## src/rtl/ks_pkg.sv

```systemverilog
// Shared constants for the Karplus-Strong string model: FSM encodings,
// LFSR tap positions and default seed, plus the LFSR step function.
package ks_pkg;

    localparam logic [1:0] IDLE    = 2'd0;
    localparam logic [1:0] BURST   = 2'd1;
    localparam logic [1:0] SUSTAIN = 2'd2;
    localparam logic [1:0] FLUSH   = 2'd3;

    localparam int LFSR_W  = 8;
    localparam int LFSR_T0 = 7;
    localparam int LFSR_T1 = 5;
    localparam int LFSR_T2 = 4;
    localparam int LFSR_T3 = 3;

    localparam logic [LFSR_W-1:0] KS_DEFAULT_SEED = 8'hA5;

    // Fibonacci step: shift left, feed the XOR of the taps into bit 0.
    function automatic logic [LFSR_W-1:0] lfsr_next(input logic [LFSR_W-1:0] v);
        return {v[LFSR_W-2:0], v[LFSR_T0] ^ v[LFSR_T1] ^ v[LFSR_T2] ^ v[LFSR_T3]};
    endfunction

endpackage

```

## src/rtl/ks_lfsr.sv

```systemverilog
// 8-bit Fibonacci LFSR noise source; steps only when adv_i is high so the
// sequence carries on across notes.
module ks_lfsr
    import ks_pkg::*;
#(
    parameter logic [LFSR_W-1:0] SEED = KS_DEFAULT_SEED
) (
    input  logic              clk,
    input  logic              rst_n,
    input  logic              adv_i,
    output logic [LFSR_W-1:0] value_o
);

    logic [LFSR_W-1:0] lfsr_q;
    logic [LFSR_W-1:0] lfsr_d;

    assign lfsr_d  = adv_i ? lfsr_next(lfsr_q) : lfsr_q;
    assign value_o = lfsr_q;

    always_ff @(posedge clk or negedge rst_n) begin
        if (!rst_n) begin
            lfsr_q <= SEED;
        end else begin
            lfsr_q <= lfsr_d;
        end
    end

endmodule

```

## src/rtl/ks_pluck_feedback.sv

```systemverilog
// Karplus-Strong excitation/feedback controller: noise burst on pluck, then
// two-point averaging feedback, then a zero flush to clear the delay line.
module ks_pluck_feedback
    import ks_pkg::*;
#(
    parameter int          L           = 4,
    parameter int          B           = 8,
    parameter logic [7:0]  LFSR_SEED   = KS_DEFAULT_SEED,
    parameter int          SUSTAIN_MAX = 1024
) (
    input  logic         clk,
    input  logic         rst_n,
    input  logic         pluck,
    input  logic [B-1:0] dl_out,
    output logic [B-1:0] dl_in,
    output logic         busy,
    output logic         done
);

    localparam int CNT_MAX = (L > SUSTAIN_MAX) ? L : SUSTAIN_MAX;
    localparam int CNT_W   = $clog2(CNT_MAX + 1);

    localparam logic [CNT_W-1:0] LINE_LAST    = CNT_W'(L - 1);
    localparam logic [CNT_W-1:0] SUSTAIN_LAST = CNT_W'(SUSTAIN_MAX - 1);

    logic [1:0]       state_q, state_d;
    logic [CNT_W-1:0] cnt_q, cnt_d;
    logic [B-1:0]     dl_in_q, dl_in_d;
    logic [B-1:0]     dl_prev_q;
    logic             done_q, done_d;

    logic             lfsr_adv;
    logic [B-1:0]     lfsr_val;
    logic [B:0]       sum;
    logic [B-1:0]     avg;

    ks_lfsr #(
        .SEED (LFSR_SEED)
    ) u_lfsr (
        .clk     (clk),
        .rst_n   (rst_n),
        .adv_i   (lfsr_adv),
        .value_o (lfsr_val)
    );

    // Extra bit keeps FF+FF from wrapping before the halving.
    assign sum = {1'b0, dl_out} + {1'b0, dl_prev_q};
    assign avg = B'(sum >> 1);

    always_comb begin
        state_d  = state_q;
        cnt_d    = cnt_q;
        dl_in_d  = dl_in_q;
        done_d   = 1'b0;
        lfsr_adv = 1'b0;

        case (state_q)
            IDLE: begin
                dl_in_d = '0;
                if (pluck) begin
                    dl_in_d  = lfsr_val;
                    lfsr_adv = 1'b1;
                    cnt_d    = CNT_W'(1);
                    state_d  = BURST;
                end
            end
            BURST: begin
                dl_in_d  = lfsr_val;
                lfsr_adv = 1'b1;
                if (cnt_q == LINE_LAST) begin
                    state_d = SUSTAIN;
                    cnt_d   = '0;
                end else begin
                    cnt_d = cnt_q + 1'b1;
                end
            end
            SUSTAIN: begin
                // A re-pluck restarts the burst with the continuing noise.
                if (pluck) begin
                    dl_in_d  = lfsr_val;
                    lfsr_adv = 1'b1;
                    cnt_d    = CNT_W'(1);
                    state_d  = BURST;
                end else begin
                    dl_in_d = avg;
                    if (cnt_q == SUSTAIN_LAST) begin
                        state_d = FLUSH;
                        cnt_d   = '0;
                    end else begin
                        cnt_d = cnt_q + 1'b1;
                    end
                end
            end
            FLUSH: begin
                dl_in_d = '0;
                if (cnt_q == LINE_LAST) begin
                    state_d = IDLE;
                    done_d  = 1'b1;
                    cnt_d   = '0;
                end else begin
                    cnt_d = cnt_q + 1'b1;
                end
            end
            default: begin
                state_d = IDLE;
                cnt_d   = '0;
                dl_in_d = '0;
            end
        endcase
    end

    always_ff @(posedge clk or negedge rst_n) begin
        if (!rst_n) begin
            state_q   <= IDLE;
            cnt_q     <= '0;
            dl_in_q   <= '0;
            dl_prev_q <= '0;
            done_q    <= 1'b0;
        end else begin
            state_q   <= state_d;
            cnt_q     <= cnt_d;
            dl_in_q   <= dl_in_d;
            dl_prev_q <= dl_out;
            done_q    <= done_d;
        end
    end

    assign dl_in = dl_in_q;
    assign done  = done_q;
    assign busy  = (state_q != IDLE);

endmodule
```

## config.mk

```make
export PLATFORM = sky130hd
export DESIGN_NAME = ks_pluck_feedback
export DESIGN_NICKNAME = d
export VERILOG_FILES = /design/src/rtl/ks_pkg.sv /design/src/rtl/ks_lfsr.sv /design/src/rtl/ks_pluck_feedback.sv
export SDC_FILE = /design/constraint.sdc
export NUM_CORES = 1
export LEC_CHECK = 0
export BUFFER_PORTS_ARGS = -buffer_cell sky130_fd_sc_hd__clkbuf_2
export CAP_MARGIN = 10
export CELL_PAD_IN_SITES_DETAIL_PLACEMENT = 0
export CELL_PAD_IN_SITES_GLOBAL_PLACEMENT = 2
export CORE_MARGIN = 8
export CORE_UTILIZATION = 34
export CTS_CLUSTER_SIZE = 30
export DETAILED_ROUTE_END_ITERATION = 10
export MAX_ROUTING_LAYER = met4
export PLACE_DENSITY = 0.87
export REMOVE_ABC_BUFFERS = 1
export SYNTH_ARGS = -nofsm -noshare
export SYNTH_HDL_FRONTEND = slang
export SYNTH_HIERARCHICAL = 1
export SYNTH_SLANG_ARGS = --single-unit
```

## constraint.sdc

```tcl
create_clock -name clk -period 2 [get_ports clk]
set_input_delay 0.2 -clock clk [delete_from_list [all_inputs] [get_ports clk]]
set_output_delay 0.2 -clock clk [all_outputs]
set_load 0.02 [all_outputs]
```

==> results by group, run 1 <==
Timing
  – Fmax: 0.524 GHz
  – Fin. Hold Viols: 0
  – Worst slew margin: 0.420
  – Final worst path period share: 0.954
  – Final Slew Violations: 0
  – Final min period: approximately 1.9 ns
  – Fin Setup TNS: 0 ns
  – Max Clock Skew: 0.00249 ns
  – Endpoints failing setup: 0
  – Slack of the critical path: 0.0912 ns
  – Worst-margin pin slew: 0.870 ns
  – Hold Slack: between 0.007 and 0.008 ns

Power and ir drop
  – Max IR drop VDD: 0.000617 V
  – Leakage power: 1.10 nW
  – Power Dens Cells: 1410 nW/µm²

Worst setup path
  – Cells along the critical path: ha_2, nor4b_1, a31oi_1, a21o_4, a21o_1, a22o_1
  – CP Launch Type: flip-flop
  – Worst Setup SP: cnt_q[1]
  – Delay of the slowest cell on the worst path: 0.37 ns
  – Worst Path Buf+Inv: 0
  – Critical path class: reg2reg
  – Critical Path End Type: flip-flop
  – Max Fanout on Critical Path: 5
  – CP max-delay cell: dfrtp_1
  – CP required: 2.19 ns
  – Cell family with most CP delay: compound AO/OA/AOI/OAI gates
  – Worst reg2reg path startpoint: cnt_q[1]
  – Arr. time, crit path: 2.10 ns

Drt
  – Vias: 1565
  – Drt wl/cell: approximately 14 µm
  – Iteration count of the initial detailed-routing pass: 4
  – Vias/cell: just over 5
  – Drt first-iter violations: 86
  – Post-route ant nets: 0
  – DRC: 0
  – Final WL: 4.35 mm

GRT
  – Total GRT Usage: 0.112
  – Vias in the first global route: 1541
  – First-pass GRT wire length: 7.42 mm
  – Largest net degree at the start of global routing: 36
  – GRT Residual Overflow: 0
  – Initial antenna violation count: 0

Logic synthesis
  – EDFF count, synth: 0
  – Asr flop ratio synth: 1.00
  – Syn Inst Count: ~190
  – Netlist cell types: 46
  – Area contributors post-synth: dfrtp_1 44%, dfstp_2 5.4%, ha_1 5.2%
  – Most frequent cells after synthesis: 34 x dfrtp_1, 16 x nor2_1, 15 x a21oi_1
  – Yosys synthesis warning count: 6
  – Top cell type's share of synthesized area: 0.438
  – Yosys reg bits: 38
  – Most used DFF post-synth: dfrtp_1
  – Mapped cell area: between 1500 and 2000 µm²
  – Post-synth top area cell: dfrtp_1
  – Count leader, synth: dfrtp_1
  – Sequential-to-total area share from yosys stat: 0.493
  – Synthesized area per cell: about 10 µm²

Place
  – Pre-CTS WS: 0.0246 ns
  – Port buffer count: 20
  – Placed insts: between 300 and 400
  – HPWL Detailed: about 3.2 mm
  – Placed inst area: 2290 µm²
  – Gp weighted congestion: 0.811

CTS
  – CTS tree: built
  – CTS clk-pin slew, worst paths: 0.08 ns
  – Clk sink count: 38
  – CTS max path bufs: 2
  – Clock latency on the worst-skew pair: between 0.2 and 0.3 ns
  – Inserted Clock Buffers: 5
  – Root buf cell: clkbuf_8
  – Cts-stage hold buffer count: 0
  – H-tree levels: 2

Floorplan
  – Initial Util: 0.352
  – Die Y: 91.6 µm
  – Die area: between 8000 and 9000 µm²
  – Rows: 27
  – Die width: around 92 µm
  – Core footprint: 5510 µm²
  – I/O pin count: 21

Hold path
  – Hold Path Class: in2async

Cells and area
  – Share of layout cells above drive strength 1: 0.311
  – Ant. Diodes: 0
  – Fillers: around 540
  – Design area: approximately 2500 µm²
  – Total Nets Final: 257
  – Final cell count without fillers: 310
  – Area grow syn2layout: 26.6%

Run status
  – Status: completed

Flow run
  – Max-cap viol count: 0
-- through the flow --
stage	utilization	power, W
detailed placement	0.416	0.00265
global placement	0.416	0.00264
finish	0.446	0.00347
CTS	0.441	0.00345
global route	0.446	0.00372
floorplan	-	0.00210
-- state kept, by name (all words and copies together), names as in the netlist --
signal	flops
state_q	2
cnt_q	11
dl_in	8
done	1
dl_prev_q	8
u_lfsr/value_o	8
-- worst paths after layout --
| kind | to | slack (ns) | depth (start not counted) |
|---|---|---|---|
| worst min-delay path | dl_prev_q[2] | 0.008 | 1 |
| worst max register to register | cnt_q[4] | 0.09 | 6 |
| worst max-delay path | cnt_q[4] | 0.09 | 6 |
| min in group clk | dl_prev_q[3] | 0.03 | 1 |
| worst min register to register | u_lfsr/value_o[0] | 0.51 | 2 |
| max in group asynchronous | dl_in[6] | 1.39 | 2 |
-- cells in the final DEF, fill, tap and decap left out, types with 2 or more instances in the layout --
cell and count:
dfrtp_1 34, buf_4 26, clkbuf_2 20, nor2_1 16
a21oi_1 15, nand2_1 14, nand3_1 11, o21ai_0 10
ha_1 7, mux2_2 7, xnor2_1 6, inv_1 5
clkbuf_8 5, nor3_1 4, a31oi_1 4, mux2i_1 4
dfstp_2 4, nor2b_1 3, a21o_1 3, or3_1 3
a31o_2 2, o211ai_1 2, o22ai_1 2, or2b_1 2
a22o_1 2, bufinv_16 2
-- cell type report --
cell class,count,area (µm²),share of cell area
repair buffers,46,295,0.120
clock buffers,5,68.8,0.0280
flip-flops and latches,38,956,0.389
multi-input cells,140,955,0.389
inverters,6,22.5,0.00917
clock inverters,3,68.8,0.0280
well taps,72,90.1,0.0367
-- power breakdown --
group | leakage, nW | total, W | internal [W] | switching [W]
combinational | 0.563 | 0.00149 | 0.000728 | 0.000763
clock | 0.0683 | 0.000783 | 0.000500 | 0.000283
sequential | 0.470 | 0.00120 | 0.00102 | 0.000177
total | 1.10 | 0.00347 | 0.00225 | 0.00122
-- cells by family (layout without fill, tap and decap cells) --
| kind of cell | count (synthesis) | after routing | synth area share |
|---|---|---|---|
| adder cells (fa/ha/maj) | 9 | 9 | 0.0619 |
| XOR/XNOR | 7 | 7 | 0.0316 |
| buffers and inverters | 11 | 60 | 0.0264 |
| AO/OA/AOI/OAI | 51 | 51 | 0.166 |
| AND/OR/NAND/NOR | 62 | 62 | 0.161 |
| flip-flops | 38 | 38 | 0.493 |
| multiplexers | 11 | 11 | 0.0613 |
-- metal layers --
metal / up-vias / wire length, µm / GRT usage / share of wire
met5: - / 0 / - / 0
met4: 0 / 94 / 0.0491 / 0.022
met3: 10 / 133 / 0.0255 / 0.031
met2: 30 / 1840 / 0.155 / 0.42
met1: 740 / 2280 / 0.150 / 0.52
li1: 785 / - / - / -
-- timing repair --
action                     in CTS  in global routing
setup endpoints to repair       0                  9
setup buffers                   0                  1
gates resized for setup         0                  4
(Power assumes the default switching activity.)
==> run 2: changes to the inputs <==
--- a/config.mk
+++ b/config.mk
@@ -10,13 +10,12 @@
 export CELL_PAD_IN_SITES_DETAIL_PLACEMENT = 0
 export CELL_PAD_IN_SITES_GLOBAL_PLACEMENT = 2
 export CORE_MARGIN = 8
-export CORE_UTILIZATION = 34
+export CORE_UTILIZATION = 33
 export CTS_CLUSTER_SIZE = 30
 export DETAILED_ROUTE_END_ITERATION = 10
 export MAX_ROUTING_LAYER = met4
-export PLACE_DENSITY = 0.87
+export PLACE_DENSITY = 0.85
 export REMOVE_ABC_BUFFERS = 1
 export SYNTH_ARGS = -nofsm -noshare
 export SYNTH_HDL_FRONTEND = slang
-export SYNTH_HIERARCHICAL = 1
 export SYNTH_SLANG_ARGS = --single-unit
==> results by group, run 2 <==
Worst setup path
  – CP Launch Type: flip-flop (unchanged)
  – Worst Setup SP: dl_prev_q[0] (was cnt_q[1])
  – Max Fanout on Critical Path: 3 (was 5)
  – CP required: 2.19 ns (about the same)
  – Arr. time, crit path: 2.05 ns (was 2.10 ns)
  – Critical path class: reg2reg (unchanged)
  – Worst reg2reg path startpoint: dl_prev_q[0] (was cnt_q[1])
  – Critical Path End Type: flip-flop (unchanged)

Logic synthesis
  – Synthesized area per cell: 10.3 µm² (about the same)
  – Yosys synthesis warning count: 0 (was 6)
  – Syn Inst Count: 183 (was 189)
  – Netlist cell types: 45 (was 46)
  – Count leader, synth: dfrtp_1 (unchanged)
  – Yosys reg bits: 38 (unchanged)
  – Asr flop ratio synth: 1.00 (unchanged)
  – Most frequent cells after synthesis: 34 x dfrtp_1, 19 x nand2_1, 15 x o21ai_0 (was 34 x dfrtp_1, 16 x nor2_1, 15 x a21oi_1)
  – Post-synth top area cell: dfrtp_1 (unchanged)
  – Most used DFF post-synth: dfrtp_1 (unchanged)
  – Area contributors post-synth: dfrtp_1 45%, dfstp_2 5.6%, ha_1 5.3% (was dfrtp_1 44%, dfstp_2 5.4%, ha_1 5.2%)
  – Mapped cell area: 1890 µm² (was 1940 µm²)
  – Sequential-to-total area share from yosys stat: 0.506 (was 0.493)
  – EDFF count, synth: 0 (unchanged)
  – Top cell type's share of synthesized area: 0.451 (was 0.438)

Cells and area
  – Share of layout cells above drive strength 1: 0.233 (was 0.311)
  – Fillers: 552 (was 539)
  – Most common cell after layout, fill and taps aside: dfrtp_1 (unchanged)
  – Most frequent cells in the layout: 34 x dfrtp_1, 20 x nand2_1, 20 x clkbuf_2 (was 34 x dfrtp_1, 26 x buf_4, 20 x clkbuf_2)
  – Max reg flops: 11 (unchanged)
  – Final core occ: 0.409 (was 0.446)
  – Ant. Diodes: 0 (unchanged)
  – Area grow syn2layout: 19.2% (was 26.6%)
  – Total Nets Final: 238 (was 257)
  – Most flop-heavy register: cnt_q (unchanged)

Floorplan
  – Initial Util: 0.343 (was 0.352)
  – Core footprint: 5510 µm² (unchanged)
  – Rows: 27 (unchanged)
  – Die Y: 91.6 µm (about the same)
  – Die width: 91.6 µm (about the same)
  – I/O pin count: 21 (unchanged)
  – Die area: 8400 µm² (was 8380 µm²)

GRT
  – Vias in the first global route: 1475 (was 1541)
  – Total GRT Usage: 0.106 (was 0.112)
  – Largest net degree at the start of global routing: 18 (was 36)
  – GRT Residual Overflow: 0 (unchanged)
  – First-pass GRT wire length: 7.02 mm (was 7.42 mm)
  – Initial antenna violation count: 0 (unchanged)

Place
  – Gp weighted congestion: 0.799 (was 0.811)
  – Port buffer count: 20 (unchanged)
  – HPWL Detailed: 3.01 mm (was 3.21 mm)

Hold path
  – Hold Crit Start: dl_out[5]
  – Hold Path Class: in2reg (was in2async)

Power and ir drop
  – Power Dens Cells: 1310 nW/µm² (was 1410 nW/µm²)
  – Combinational share of power: 0.401 (was 0.430)
  – Clk network pwr share: 0.188 (was 0.226)
  – Leakage power: 1.02 nW (was 1.10 nW)
  – Max IR drop VDD: 0.000454 V (was 0.000617 V)
  – NetSw: 0.00115 W (was 0.00122 W)
  – Internal: 0.00179 W (was 0.00225 W)
  – Power share of the sequential group: 0.411 (was 0.345)
  – Power, Total: 0.00294 W (was 0.00347 W)
  – Net Sw Frac: 0.391 (was 0.352)

CTS
  – Clock latency on the worst-skew pair: 0.29 ns (about the same)
  – Clk sink count: 38 (unchanged)
  – Inserted Clock Buffers: 5 (unchanged)
  – H-tree levels: 2 (unchanged)
  – CTS clk-pin slew, worst paths: 0.08 ns (about the same)
  – Root buf cell: clkbuf_8 (unchanged)
  – CTS tree: built (unchanged)
  – CTS max path bufs: 2 (unchanged)
  – Post-CTS setup buffer count: 0 (unchanged)

Drt
  – Vias: 1499 (was 1565)
  – DRC: 0 (unchanged)
  – Final WL: 4.09 mm (was 4.35 mm)
  – Drt wl/cell: 14.1 µm (was 14.0 µm)
  – Iteration count of the initial detailed-routing pass: 5 (was 4)
  – Vias/cell: 5.15 (was 5.05)
  – Post-route ant nets: 0 (unchanged)
  – Drt first-iter violations: 36 (was 86)

Timing
  – Final min period: 1.86 ns (was 1.91 ns)
  – Endpoints failing setup: 0 (unchanged)
  – Worst slew margin: 0.711 (was 0.420)
  – Worst-margin pin slew: 0.434 ns (was 0.870 ns)
  – Max Clock Skew: 0.00644 ns (was 0.00249 ns)
  – Fmax: 0.537 GHz (was 0.524 GHz)
  – Final Slew Violations: 0 (unchanged)
  – Fin. Hold Viols: 0 (unchanged)
  – Final worst path period share: 0.932 (was 0.954)
  – Fin Setup TNS: 0 ns (unchanged)
  – RSZ-0062 raised after global routing: false

Run status
  – Status: completed (unchanged)

Flow run
  – Max-cap viol count: 0 (unchanged)
-- run 2: changes by cell type after synthesis, moves of 4 or more --
cell,before,now
nor2_1,16,8
nand2_1,14,19
mux2i_1,4,0
nand3_1,11,5
a31oi_1,4,11
mux2_2,7,1
o21ai_0,10,15
inv_1,5,9
-- run 2: metrics by stage --
stage          instance area, µm²  hold slack (ns)  worst slack (ns)  std cells
5_1_grt                      2250           0.0187           0.00204        291
3_5_place_dp                 2130            0.168             0.130        281
6_report                     2250           0.0297             0.137        291
3_3_place_gp                 2130            0.163             0.122        281
4_1_cts                      2240           0.0221             0.113        290
2_1_floorplan                1860          -0.0956             0.183        178
-- run 2: power groups by stage --
stage          clock, W  sequential (W)  combinational, W
2_1_floorplan         0         0.00129          0.000685
3_3_place_gp          0         0.00122           0.00117
3_5_place_dp          0         0.00122           0.00117
4_1_cts        0.000577         0.00121           0.00117
5_1_grt        0.000610         0.00124           0.00132
6_report       0.000553         0.00121           0.00118
-- run 2: kinds of logic after synthesis --
group	synth area share
AOI/OAI and AO/OA	0.205
and+or+nand+nor	0.139
DFF	0.506
buffers and inverters	0.0358
adders and majority gates	0.0636
xor gates and xnor gates	0.0371
muxes	0.0133
-- run 2: cell type report --
type	instances	area, µm²	area share
clock buffers	6	82.6	0.0367
inverters	10	37.5	0.0167
clock inverters	2	12.5	0.00556
flip-flops and latches	38	956	0.425
repair buffers	32	193	0.0856
well taps	72	90.1	0.0400
multi-input cells	131	880	0.391
-- run 2: what timing repair did --
action,CTS,global route
hold buffers,1,0
gates resized for setup,0,1
endpoints found under the setup margin,0,1
endpoints found under the hold margin,15,0
-- run 2: worst paths after layout --
check	to	slack (ns)	depth (start not counted)
worst max register to register	dl_in[7]	0.14	7
worst min register to register	u_lfsr.value_o[2]	0.48	2
max in group asynchronous	u_lfsr.value_o[2]	1.03	3
worst max-delay path	dl_in[7]	0.14	7
min in group asynchronous	cnt_q[4]	0.37	2
worst min-delay path	dl_prev_q[5]	0.03	1
-- run 2: routing by layer --
layer | track usage | up-vias | wire (µm)
met3 | 0.0269 | 5 | 128
met4 | 0.0368 | 0 | 38
met2 | 0.164 | 26 | 1940
met5 | - | - | 0
met1 | 0.131 | 723 | 1980
li1 | - | 745 | -
-- run 2: worst max-delay path, cell delays in order (launching register included) --
cell      delay [ns]
dfrtp_1         0.38
and2_1          0.15
fa_1            0.42
a211oi_1        0.30
o21bai_1        0.12
a21o_1          0.21
a21oi_1         0.14
nor2_1          0.06
